File: src/rtl/xor_pipe_unit.sv
// Pipelined WIDTH-bit XOR/XNOR/accumulate/parity engine with a valid/ready handshake.
// Results leave in accept order after STAGES cycles; the whole pipe stalls as one unit.
module xor_pipe_unit #(
   parameter int WIDTH  = 8,
   parameter int STAGES = 2
) (
   input  logic             clk,
   input  logic             rst_n,
   input  logic [WIDTH-1:0] in_a,
   input  logic [WIDTH-1:0] in_b,
   input  logic [1:0]       mode,
   input  logic             acc_clr,
   input  logic             in_valid,
   output logic             in_ready,
   output logic [WIDTH-1:0] out_data,
   output logic             out_valid,
   input  logic             out_ready,
   output logic [WIDTH-1:0] acc_value
);

   localparam logic [1:0] MODE_XOR    = 2'b00;
   localparam logic [1:0] MODE_XNOR   = 2'b01;
   localparam logic [1:0] MODE_ACCUM  = 2'b10;
   localparam logic [1:0] MODE_PARITY = 2'b11;

   logic             w_adv;
   logic             w_accept;
   logic [WIDTH-1:0] w_ab;
   logic [WIDTH-1:0] w_acc_base;
   logic [WIDTH-1:0] w_acc_next;
   logic [WIDTH-1:0] w_result;

   logic [WIDTH-1:0] r_acc;
   logic             r_valid [STAGES];
   logic [WIDTH-1:0] r_data  [STAGES];

   // Advance depends only on the registered output stage, so in_ready has no path from the operands.
   assign w_adv    = !r_valid[STAGES-1] || out_ready;
   assign w_accept = in_valid && w_adv;

   // A coincident clear wins over the old accumulator contents.
   assign w_ab       = in_a ^ in_b;
   assign w_acc_base = acc_clr ? '0 : r_acc;
   assign w_acc_next = w_acc_base ^ w_ab;

   always_comb begin
      w_result = w_ab;
      case (mode)
         MODE_XOR:    w_result = w_ab;
         MODE_XNOR:   w_result = ~w_ab;
         MODE_ACCUM:  w_result = w_acc_next;
         MODE_PARITY: begin
            w_result    = '0;
            w_result[0] = ^w_ab;
         end
         default:     w_result = w_ab;
      endcase
   end

   always_ff @(posedge clk) begin
      if (!rst_n) begin
         r_acc <= '0;
      end else if (w_accept && (mode == MODE_ACCUM)) begin
         r_acc <= w_acc_next;
      end else if (acc_clr) begin
         r_acc <= '0;
      end
   end

   // Bubbles travel like data; nothing moves while the output is blocked.
   always_ff @(posedge clk) begin
      if (!rst_n) begin
         for (int i = 0; i < STAGES; i++) begin
            r_valid[i] <= 1'b0;
            r_data[i]  <= '0;
         end
      end else if (w_adv) begin
         r_valid[0] <= in_valid;
         r_data[0]  <= w_result;
         for (int i = 1; i < STAGES; i++) begin
            r_valid[i] <= r_valid[i-1];
            r_data[i]  <= r_data[i-1];
         end
      end
   end

   assign in_ready  = w_adv;
   assign out_valid = r_valid[STAGES-1];
   assign out_data  = r_data[STAGES-1];
   assign acc_value = r_acc;

endmodule

File: config.mk
export PLATFORM = sky130hd
export DESIGN_NAME = xor_pipe_unit
export DESIGN_NICKNAME = d
export VERILOG_FILES = /design/src/rtl/xor_pipe_unit.sv
export SDC_FILE = /design/constraint.sdc
export NUM_CORES = 1
export LEC_CHECK = 0
export BUFFER_PORTS_ARGS = -buffer_cell sky130_fd_sc_hd__buf_2
export CORE_ASPECT_RATIO = 2
export CORE_MARGIN = 2
export CORE_UTILIZATION = 47
export DETAILED_ROUTE_END_ITERATION = 16
export PLACE_DENSITY = 0.72
export SYNTH_ARGS = -nofsm -noshare
export SYNTH_HDL_FRONTEND = slang
export SYNTH_SLANG_ARGS = --single-unit
File: constraint.sdc
create_clock -name clk -period 1.7 [get_ports clk]
set_input_delay 0.17 -clock clk [delete_from_list [all_inputs] [get_ports clk]]
set_output_delay 0.17 -clock clk [all_outputs]
set_load 0.02 [all_outputs]
Word level (Yosys, flattened, before mapping)
Memories as Yosys holds them, arrays and structs flattened.
Index checks and enable logic that the tools add are counted.
{"block": "totals", "mem_bits_rw": 18, "ff_bits": 8, "out_inout_bits": 18, "input_bits": 23, "latch_bits": 0, "wordCells": 30, "n_memories": 2, "rom_bits": 0}
{"block": "op_classes", "div_mod_pow": 0, "eq_ne": 3, "magnitude_cmp": 0, "reduce_logical": 6, "bitwise_logic": 7, "addsub": 0, "n_mul": 0, "n_mux": 11, "shift": 0}
{"name": "r_data", "words": 2, "width": 8, "rd": 2, "rd_clocked_by_memory_dff": 0, "write_ports": 2, "line": "35", "rtl": "logic [WIDTH-1:0] r_data [STAGES];"}
{"name": "r_valid", "words": 2, "width": 1, "rd": 2, "rd_clocked_by_memory_dff": 0, "write_ports": 2, "line": "34", "rtl": "logic r_valid [STAGES];"}
{"operator": "$mux W8", "count": 4}
{"operator": "$pmux W8 S4", "count": 1}
{"operator": "$xor A8 B8 Y8", "count": 2}
{"operator": "$not A8 Y8", "count": 1}
{"operator": "$reduce_xor A8 Y1", "count": 1}
{"operator": "$mux W1", "count": 6}
{"operator": "$eq A2 B2 Y1 const B", "count": 2}
{"operator": "$or A1 B1 Y1", "count": 4}
{"operator": "$eq A2 B1 Y1 const B", "count": 1}
{"operator": "$logic_and A1 B1 Y1", "count": 2}
{"operator": "$logic_not A2 Y1", "count": 1}
{"operator": "$logic_not A1 Y1", "count": 1}
{"operator": "$logic_or A1 B1 Y1", "count": 1}

Longest topological paths before layout
Gate-level depths: netlist of run 1.
{"block": "logic_depth", "word_depth": 6, "ltp_mapped": 7, "depth_no_buf": 5}

Worst setup path after synthesis of run 1
Ideal clock, no wire load.
{"block": "synth_path", "kind": "input -> register", "startpoint": "input port rst_n", "endpoint": "memory r_data[0][0], enable pin", "setup_time_ps": 433, "path_slack_ps": 227, "stages": 3, "arrival_time_ps": 1040, "n_path_buf": 2, "required_ps": 1267, "path_cell_list": "clkbuf_1 > clkbuf_1 > nand3b_1"}
{"element": "start: declaration", "line": "8", "rtl": "input logic rst_n,"}
{"element": "end: declaration", "line": "35"}

==> results by group, run 1 <==
CTS
  • Setup Fix Bufs, Post-CTS: 0
  • CTS H-Tree Depth: 1
  • Clk pin slew, worst setup/hold paths: 0.09 ns
  • Clk_lat worst skew: 0.28 ns
  • Hold buffer count at cts: 0
  • Clk sinks: 26
  • CTS root buf: clkbuf_8
  • CTS tree: built
  • Clk buf depth: 2
  • Total CTS buffers: 3
  • # resized after CTS: 0

Place
  • Setup WS pre-CTS: 0.0444 ns
  • RePlAce Congestion: 0.765
  • Hpwl dp: 2.26 mm
  • I/O Buffers: 40
  • Placed Instances: 215

Routing
  • Iteration-0 DRC Markers: 23
  • WL final: between 2 and 3 mm
  • Wire per inst: 13.5 um
  • Routed via count: between 1,000 and 1,500
  • DR pass1 iterations: 4
  • # DRC: 0
  • DRT antenna net count: 0
  • Post-DR vias/cell: about 5.3

Finish
  • Most frequent cells in the layout: 40 x buf_2, 18 x edfxtp_1, 14 x nor2_1, 14 x xnor2_1, 11 x and3_1
  • Non-Filler Instances: 219
  • ANT cells: 0
  • Post-layout util: 55.1%
  • Layout cells sized above 1: around a third
  • P&R area growth vs syn: 14.7%
  • Nets@finish: 211
  • Commonest non-fill, non-tap cell in the layout: buf_2

Critical path
  • Reg2reg start: r_valid[0][1]
  • Worst Reg-to-Reg Cells: 5
  • Worst endpoint data arrival time: 1.51 ns
  • Max Fanout on Critical Path: 13
  • Crit. End Element: register
  • FF-to-FF setup slack: ~0.23 ns
  • RR Endpoint: r_data[0][0]
  • Worst Setup SP: r_valid[0][1]
  • CP startpoint kind: register
  • Critical path class: register to register
  • CP required: approximately 1.7 ns

Yosys
  • Yosys warnings: 0
  • Syn_area_per_cell: around 10 um2
  • Top post-synthesis cells by area: edfxtp_1 34%, dfxtp_1 10%, xnor2_1 7.6%
  • #FFs+latches synth: 26
  • Synth top area share: 33.7%
  • Yosys cell types: 24
  • Post-Syn Area: 1600 um2
  • Largest area contributor in the netlist: edfxtp_1
  • Sequential-to-total area share from yosys stat: 43.7%
  • Mapped Cells: approximately 150
  • Mapped Nets: about 180

Timing
  • Max Clock Freq: 680 MHz
  • Worst slew margin: 77.0%
  • Final Max Slew Viols: 0
  • Worst clock skew: around 0.0013 ns
  • Worst Tran Pin Value: 0.343 ns
  • Worst Slack Setup Final: 0.230 ns
  • Final setup viols: 0
  • Final Hold Viols: 0
  • Setup Total Neg Slack: 0 ns
  • Final Critical Period: 1.47 ns
  • Final period utilization: 86.5%
  • RSZ-0062 raised after global routing: no

Pwr
  • NetSw: between 0.0004 and 0.0005 W
  • Worst vdd ir: roughly 0.56 mV
  • Clock share of power: ~25%
  • PwrDens: 802 nW/um2
  • Logic gate share of total power: 25.0%
  • Flop pwr share: between 50% and 60%
  • Sw Share: between 20 and 30%
  • LEAKAGE: 0.831 nW
  • Internal Power: about 0.0011 W

GRT
  • Antenna violations before repair: 0
  • Largest net degree at the start of global routing: 22
  • GRT overflow: 0
  • Vias in the first global route: around 1,100
  • Global-route wire length before repair: 4.73 mm
  • GRT Overall Usage: roughly 16%

Die
  • Initial core utilization: roughly half
  • Die ar.: 3920 um2
  • Die Y: 86.6 um
  • Num rows: 30
  • I/O pin cnt: slightly above 40
  • Core area: 3340 um2
  • Die X: 45.3 um

Worst hold path
  • Worst min path class: primary input to register
  • Hold worst-path end: r_valid[0][0]
  • Worst Hold Depth: 2
  • Hold path start: in_valid

Outcome
  • Status: complete, no violations

Job
  • Max_cap viols: 0
==> synthesized netlist by cell type, drive strengths merged <==
cell type,number
dfxtp,8
edfxtp,18
nor2,14
and2,9
mux2,6
clkbuf,5
nor2b,9
nand3b,8
nand4,1
inv,1
xnor2,16
a31oi,1
a41o,1
nand2,7
a21oi,7
nand2b,3
buf,11
o21ai,1
xor2,15
nor3,1
and3,11
==> power by group through the flow <==
stage                     registers [W]  logic (W)  clock network [W]
after floorplan                0.000764   0.000273                  0
after global placement         0.000756   0.000355                  0
after detailed placement       0.000758   0.000367                  0
after CTS                      0.000743   0.000374           0.000361
after global routing           0.000749   0.000402           0.000392
final                          0.000743   0.000369           0.000365
==> critical path, stage by stage (launching register included) <==
cell      delay [ns]
edfxtp_1        0.38
nand2b_1        0.09
buf_4           0.17
nand2_1         0.21
o21ai_0         0.15
a41o_1          0.22
==> state kept, by name, summed over array words and instances, names as in the netlist <==
name and cells:
r_data 16, acc_value 8, r_valid 2
==> cell type report <==
| type | instances | area, um2 |
|---|---|---|
| Inverter | 1 | 3.75 |
| Clock inverter | 1 | 3.75 |
| Multi-Input combinational cell | 110 | 806 |
| Tap cell | 32 | 40.0 |
| Fill cell | 304 | 1500 |
| Timing Repair Buffer | 46 | 245 |
| Clock buffer | 3 | 41.3 |
| Sequential cell | 26 | 701 |
==> per-layer routing <==
| metal | vias to the layer above | part of all wire [%] | GRT usage [%] |
|---|---|---|---|
| met1 | 554 | 35 | 16.2 |
| met3 | 5 | 3.7 | 2.08 |
| li1 | 564 | - | - |
| met4 | 0 | 1.9 | 6.95 |
| met2 | 35 | 60 | 31.2 |
| met5 | - | 0 | 0 |
==> how the worst max path moves through the flow <==
stage / end / depth (start not counted)
finish: r_data[0][0] / 5
global route: r_data[0][0] / 5
CTS: r_data[0][0] / 5
detailed placement: r_data[0][0] / 6
global placement: r_data[0][0] / 6
floorplan: r_data[0][0] / 3
==> through the flow <==
step	hold WS [ns]	total power (W)	area, um2
floorplan	0.393	0.00104	1600
global placement	0.487	0.00111	1800
detailed placement	0.500	0.00112	1800
CTS	0.220	0.00148	1840
global route	0.217	0.00154	1840
finish	0.210	0.00148	1840
==> logic make-up after synthesis <==
group	synth area share [%]
AND/OR/NAND/NOR	21.8
XOR/XNOR	20.7
flip-flops	43.7
buffers and inverters	6.08
AO/OA/AOI/OAI	3.51
multiplexers	4.21
Note: power is estimated with default switching activity, not from simulation.
==> run 2: changes to the inputs <==
Settings changed: ABC_CLOCK_PERIOD_IN_PS set to 1700, CELL_PAD_IN_SITES_DETAIL_PLACEMENT set to 0, CELL_PAD_IN_SITES_GLOBAL_PLACEMENT set to 1, CORE_UTILIZATION 47 to 40, CTS_CLUSTER_SIZE set to 16, PLACE_DENSITY 0.72 to 0.79.
==> results by group, run 2 (synthesis gave the netlist of run 1 again) <==
Place
  • Hpwl dp: 2.36 mm
  • Area post-placement: 1820 um2
  • I/O Buffers: 40
  • RePlAce Congestion: just under 0.8

Finish
  • P&R area growth vs syn: 16.0%
  • Most frequent cells in the layout: 40 x buf_2, 18 x edfxtp_1, 14 x nor2_1, 14 x xnor2_1, 11 x and3_1
  • Top reg by flops: r_data
  • Layout cells sized above 1: 33.9%
  • Max FFs per register: 16
  • ANT cells: 0
  • Fill cell count: 412
  • Commonest non-fill, non-tap cell in the layout: buf_2
  • Nets@finish: ~210
  • Cell area after layout: 1860 um2
  • Post-layout util: 48.4%

Pwr
  • LEAKAGE: 0.830 nW
  • Flop pwr share: 51.3%
  • Sw Share: between 20% and 30%
  • Internal Power: around 0.0011 W
  • Clock share of power: 23.7%
  • NetSw: 0.000391 W
  • PwrDens: 779 nW/um2
  • Worst vdd ir: 0.622 mV
  • Logic gate share of total power: around a quarter
  • Total design power: 0.00145 W

GRT
  • Met3 Use GR: 1.60%
  • Vias in the first global route: 1,154
  • Met2 Resource Use GR: 29.0%
  • Global-route wire length before repair: 4.94 mm
  • GRT overflow: 0
  • Largest net degree at the start of global routing: 22
  • Top Usage Layer GRT: met2
  • GRT Overall Usage: 13.8%
  • Antenna violations before repair: 0
  • Met1 Usage GRT: ~13%

Critical path
  • FF-to-FF setup slack: 0.23 ns
  • Crit. End Element: register
  • Worst Reg-to-Reg Cells: 5
  • Cell chain of the critical path: nand2b_1 -> buf_4 -> nand2_1 -> o21ai_0 -> a41o_1
  • Max Fanout on Critical Path: 13
  • Worst endpoint data arrival time: 1.50 ns
  • CP max stage delay: 0.38 ns
  • Critical path class: register to register
  • CP required: 1.73 ns
  • Slowest CP cell: edfxtp_1
  • Reg2reg start: r_valid[0][1]
  • CP startpoint kind: register
  • RR Endpoint: r_data[0][0]

Timing
  • Worst clock skew: 0.00153 ns
  • RSZ-0062 raised after global routing: no
  • Final Critical Period: around 1.5 ns
  • Final setup viols: 0
  • Final Max Slew Viols: 0
  • Final period utilization: about 86%
  • Setup Total Neg Slack: 0 ns
  • Final Hold Viols: 0
  • Max Clock Freq: 680 MHz
  • Worst Tran Pin Value: 0.343 ns
  • Worst slew margin: between 70% and 80%

Routing
  • Routed via count: 1,111
  • DRT antenna net count: 0
  • DR pass1 iterations: 4
  • Post-DR vias/cell: between 4 and 5
  • Wire per inst: 12.6 um
  • Iteration-0 DRC Markers: 10
  • # DRC: 0
  • WL final: between 2 and 3 mm

Worst hold path
  • Worst min path class: primary input to register
  • Hold path start: in_valid
  • Hold worst-path end: r_valid[0][0]
  • Worst Hold Depth: 2

CTS
  • CTS root buf: clkbuf_8
  • CTS H-Tree Depth: 1
  • Clk pin slew, worst setup/hold paths: around 0.090 ns
  • Clk sinks: 26
  • Hold buffer count at cts: 0
  • # resized after CTS: 0
  • Clk buf depth: 2
  • Total CTS buffers: 3
  • Clk_lat worst skew: 0.26 ns
  • Setup Fix Bufs, Post-CTS: 0
  • CTS tree: built

Die
  • Num rows: 32
  • Die Y: 93.6 um
  • Die X: 48.8 um
  • Core area: 3840 um2
  • Initial core utilization: 41.7%
  • Die ar.: 4560 um2
  • I/O pin cnt: 41

Outcome
  • Status: complete, no violations

Job
  • Max_cap viols: 0
run 2: cell types whose count changed in the layout (fill, tap and decap cells not counted):
| cell | change |
|---|---|
| clkinv_1 | -1 |
run 2: cell type report:
cell class	instances	area, um2	share of cell area, %
Clock buffer	3	41.3	2.22
Inverter	1	3.75	0.202
Multi-Input combinational cell	110	806	43.3
Sequential cell	26	701	37.7
Tap cell	51	63.8	3.43
Timing Repair Buffer	46	245	13.2
run 2: worst max path at each step:
stage,end,slack (ns),start
final,r_data[0][0],0.23,r_valid[0][1]
after global placement,r_data[0][0],0.14,in_b[0]
after detailed placement,r_data[0][0],0.12,in_b[0]
after CTS,r_data[0][0],0.23,r_valid[0][1]
after floorplan,r_data[0][0],0.23,rst_n
after global routing,r_data[0][0],0.14,r_valid[0][1]
run 2: through the flow:
stage / cells / setup slack [ns] / hold WS (ns)
4_1_cts: 237 / 0.226 / 0.219
3_5_place_dp: 234 / 0.118 / 0.498
3_3_place_gp: 234 / 0.137 / 0.485
6_report: 237 / 0.230 / 0.219
5_1_grt: 237 / 0.137 / 0.239
2_1_floorplan: 153 / 0.227 / 0.393
run 2: critical path: cells and delay by family, from the launching register on:
| kind | cells | cell delay [ns] |
|---|---|---|
| AO/OA/AOI/OAI | 2 | 0.37 |
| buffers and inverters | 1 | 0.17 |
| flip-flops | 1 | 0.38 |
| AND/OR/NAND/NOR | 2 | 0.30 |
run 2: power groups by stage:
stage	Combinational [W]	Sequential, W	Clock, W
final	0.000363	0.000744	0.000344
after detailed placement	0.000366	0.000759	0
after global routing	0.000400	0.000748	0.000372
after CTS	0.000367	0.000745	0.000352
after global placement	0.000359	0.000756	0
after floorplan	0.000273	0.000764	0
run 2: per-layer routing:
metal  share of wire, %  vias to the layer above
li1                   -                      561
met1                 35                      523
met2                 61                       25
met3                2.6                        2
met4                1.1                        0
met5                  0                        -
==> run 3: changes to the inputs <==
Settings changed: CORE_UTILIZATION 40 to 42, CTS_BUF_LIST set to sky130_fd_sc_hd__clkbuf_8, PLACE_DENSITY 0.79 to 0.82, SKIP_CTS_REPAIR_TIMING set to 1.
==> results by group, run 3 (synthesis gave the netlist of run 1 again) <==
Finish
  • ANT cells: 0
  • Top reg by flops: r_data
  • Max FFs per register: 16
  • Most frequent cells in the layout: 40 x buf_2, 18 x edfxtp_1, 14 x nor2_1, 14 x xnor2_1, 11 x and3_1
  • Layout cells sized above 1: 33.7%
  • Cell area after layout: roughly 1900 um2
  • Post-layout util: 51.1%
  • P&R area growth vs syn: 16.1%
  • Commonest non-fill, non-tap cell in the layout: buf_2
  • Nets@finish: ~210

Die
  • Core area: 3650 um2
  • Die Y: ~90 um
  • Initial core utilization: between 40% and 50%
  • Num rows: 31
  • Die X: 47.7 um
  • I/O pin cnt: 41
  • Die ar.: 4360 um2

Routing
  • DR pass1 iterations: 4
  • Post-DR vias/cell: 4.72
  • # DRC: 0
  • Wire per inst: roughly 13 um
  • DRT antenna net count: 0
  • WL final: 2.95 mm
  • Iteration-0 DRC Markers: 13
  • Routed via count: 1,113

Worst hold path
  • Hold path start: in_valid
  • Hold worst-path end: r_valid[0][0]
  • Worst min path class: primary input to register
  • Worst Hold Depth: 2

Pwr
  • LEAKAGE: 0.831 nW
  • PwrDens: 787 nW/um2
  • Worst vdd ir: slightly below 0.4 mV

Timing
  • Max Clock Freq: 670 MHz
  • Worst slew margin: 78.6%
  • Final setup viols: 0
  • Worst Slack Setup Final: 0.207 ns
  • Final Hold Viols: 0
  • Setup Total Neg Slack: 0 ns
  • Worst clock skew: 0.00603 ns
  • Final Critical Period: 1.49 ns
  • Final Max Slew Viols: 0
  • Final period utilization: between 80% and 90%
  • RSZ-0062 raised after global routing: no
  • Worst Tran Pin Value: about 0.32 ns

Outcome
  • Status: complete, no violations

CTS
  • CTS tree: built
  • CTS root buf: clkbuf_8
  • Clk_lat worst skew: 0.27 ns
  • Clk buf depth: 2
  • CTS H-Tree Depth: 1
  • Total CTS buffers: 3
  • Clk sinks: 26
  • Clk pin slew, worst setup/hold paths: 0.09 ns

GRT
  • Global-route wire length before repair: 4.97 mm
  • Vias in the first global route: 1,158
  • GRT Overall Usage: 15.6%
  • GRT overflow: 0
  • Largest net degree at the start of global routing: 22
  • Antenna violations before repair: 0

Critical path
  • Max Fanout on Critical Path: 13
  • FF-to-FF setup slack: 0.21 ns
  • Critical path class: register to register
  • CP required: 1.73 ns
  • CP startpoint kind: register
  • RR Endpoint: r_data[0][0]
  • Reg2reg start: r_valid[0][1]
  • Crit. End Element: register
  • Worst Reg-to-Reg Cells: 5
  • Worst endpoint data arrival time: 1.53 ns

Place
  • I/O Buffers: 40
  • Area post-placement: 1820 um2
  • Setup WS pre-CTS: between 0.1 and 0.15 ns
  • RePlAce Congestion: 0.752
  • Hpwl dp: 2.27 mm

Job
  • Max_cap viols: 0
[run 3: cell count changes in the layout (fill, tap and decap cells not counted), sizes merged]
cell and delta:
clkinv +1
[run 3: metal layers]
metal  up-vias  track usage, %  wire length [um]
met5         -               0                 0
met1       519            16.9              1140
li1        563               -                 -
met2        26            27.1              1670
met4         0            7.43                61
met3         5            1.99                86
[run 3: how the worst max path moves through the flow]
| stage | startpoint | end | cells past startpoint |
|---|---|---|---|
| floorplan | rst_n | r_data[0][0] | 3 |
| global placement | in_b[0] | r_data[0][0] | 6 |
| detailed placement | in_b[0] | r_data[0][0] | 6 |
| CTS | r_valid[0][1] | r_data[0][0] | 5 |
| global route | r_valid[0][1] | r_data[0][0] | 5 |
| finish | r_valid[0][1] | r_data[0][0] | 5 |
[run 3: worst max-delay path: stages (launching register included)]
cell	delay, ns
edfxtp_1	0.38
nand2b_1	0.09
buf_4	0.18
nand2_1	0.23
o21ai_0	0.16
a41o_1	0.22
[run 3: through the flow]
| stage | power [W] | hold WS [ns] | instances |
|---|---|---|---|
| 2_1_floorplan | 0.00104 | 0.393 | 153 |
| 6_report | 0.00146 | 0.209 | 236 |
| 3_3_place_gp | 0.00111 | 0.485 | 232 |
| 4_1_cts | 0.00147 | 0.214 | 236 |
| 3_5_place_dp | 0.00112 | 0.501 | 232 |
| 5_1_grt | 0.00153 | 0.218 | 236 |
[run 3: area by class of cell]
type	count	area, um2
sequential	26	701
tap	49	61.3
timing repair buffer	46	245
multi-input combinational	110	806
inverter	1	3.75
clock buffer	3	41.3
fill	374	1780
clock inverter	1	3.75
[run 3: where the power goes]
group          switching (W)  internal, W  leakage, nW
clock               0.000198     0.000162       0.0231
combinational       0.000190     0.000171        0.532
sequential         0.0000139     0.000730        0.276
total               0.000402      0.00106        0.831
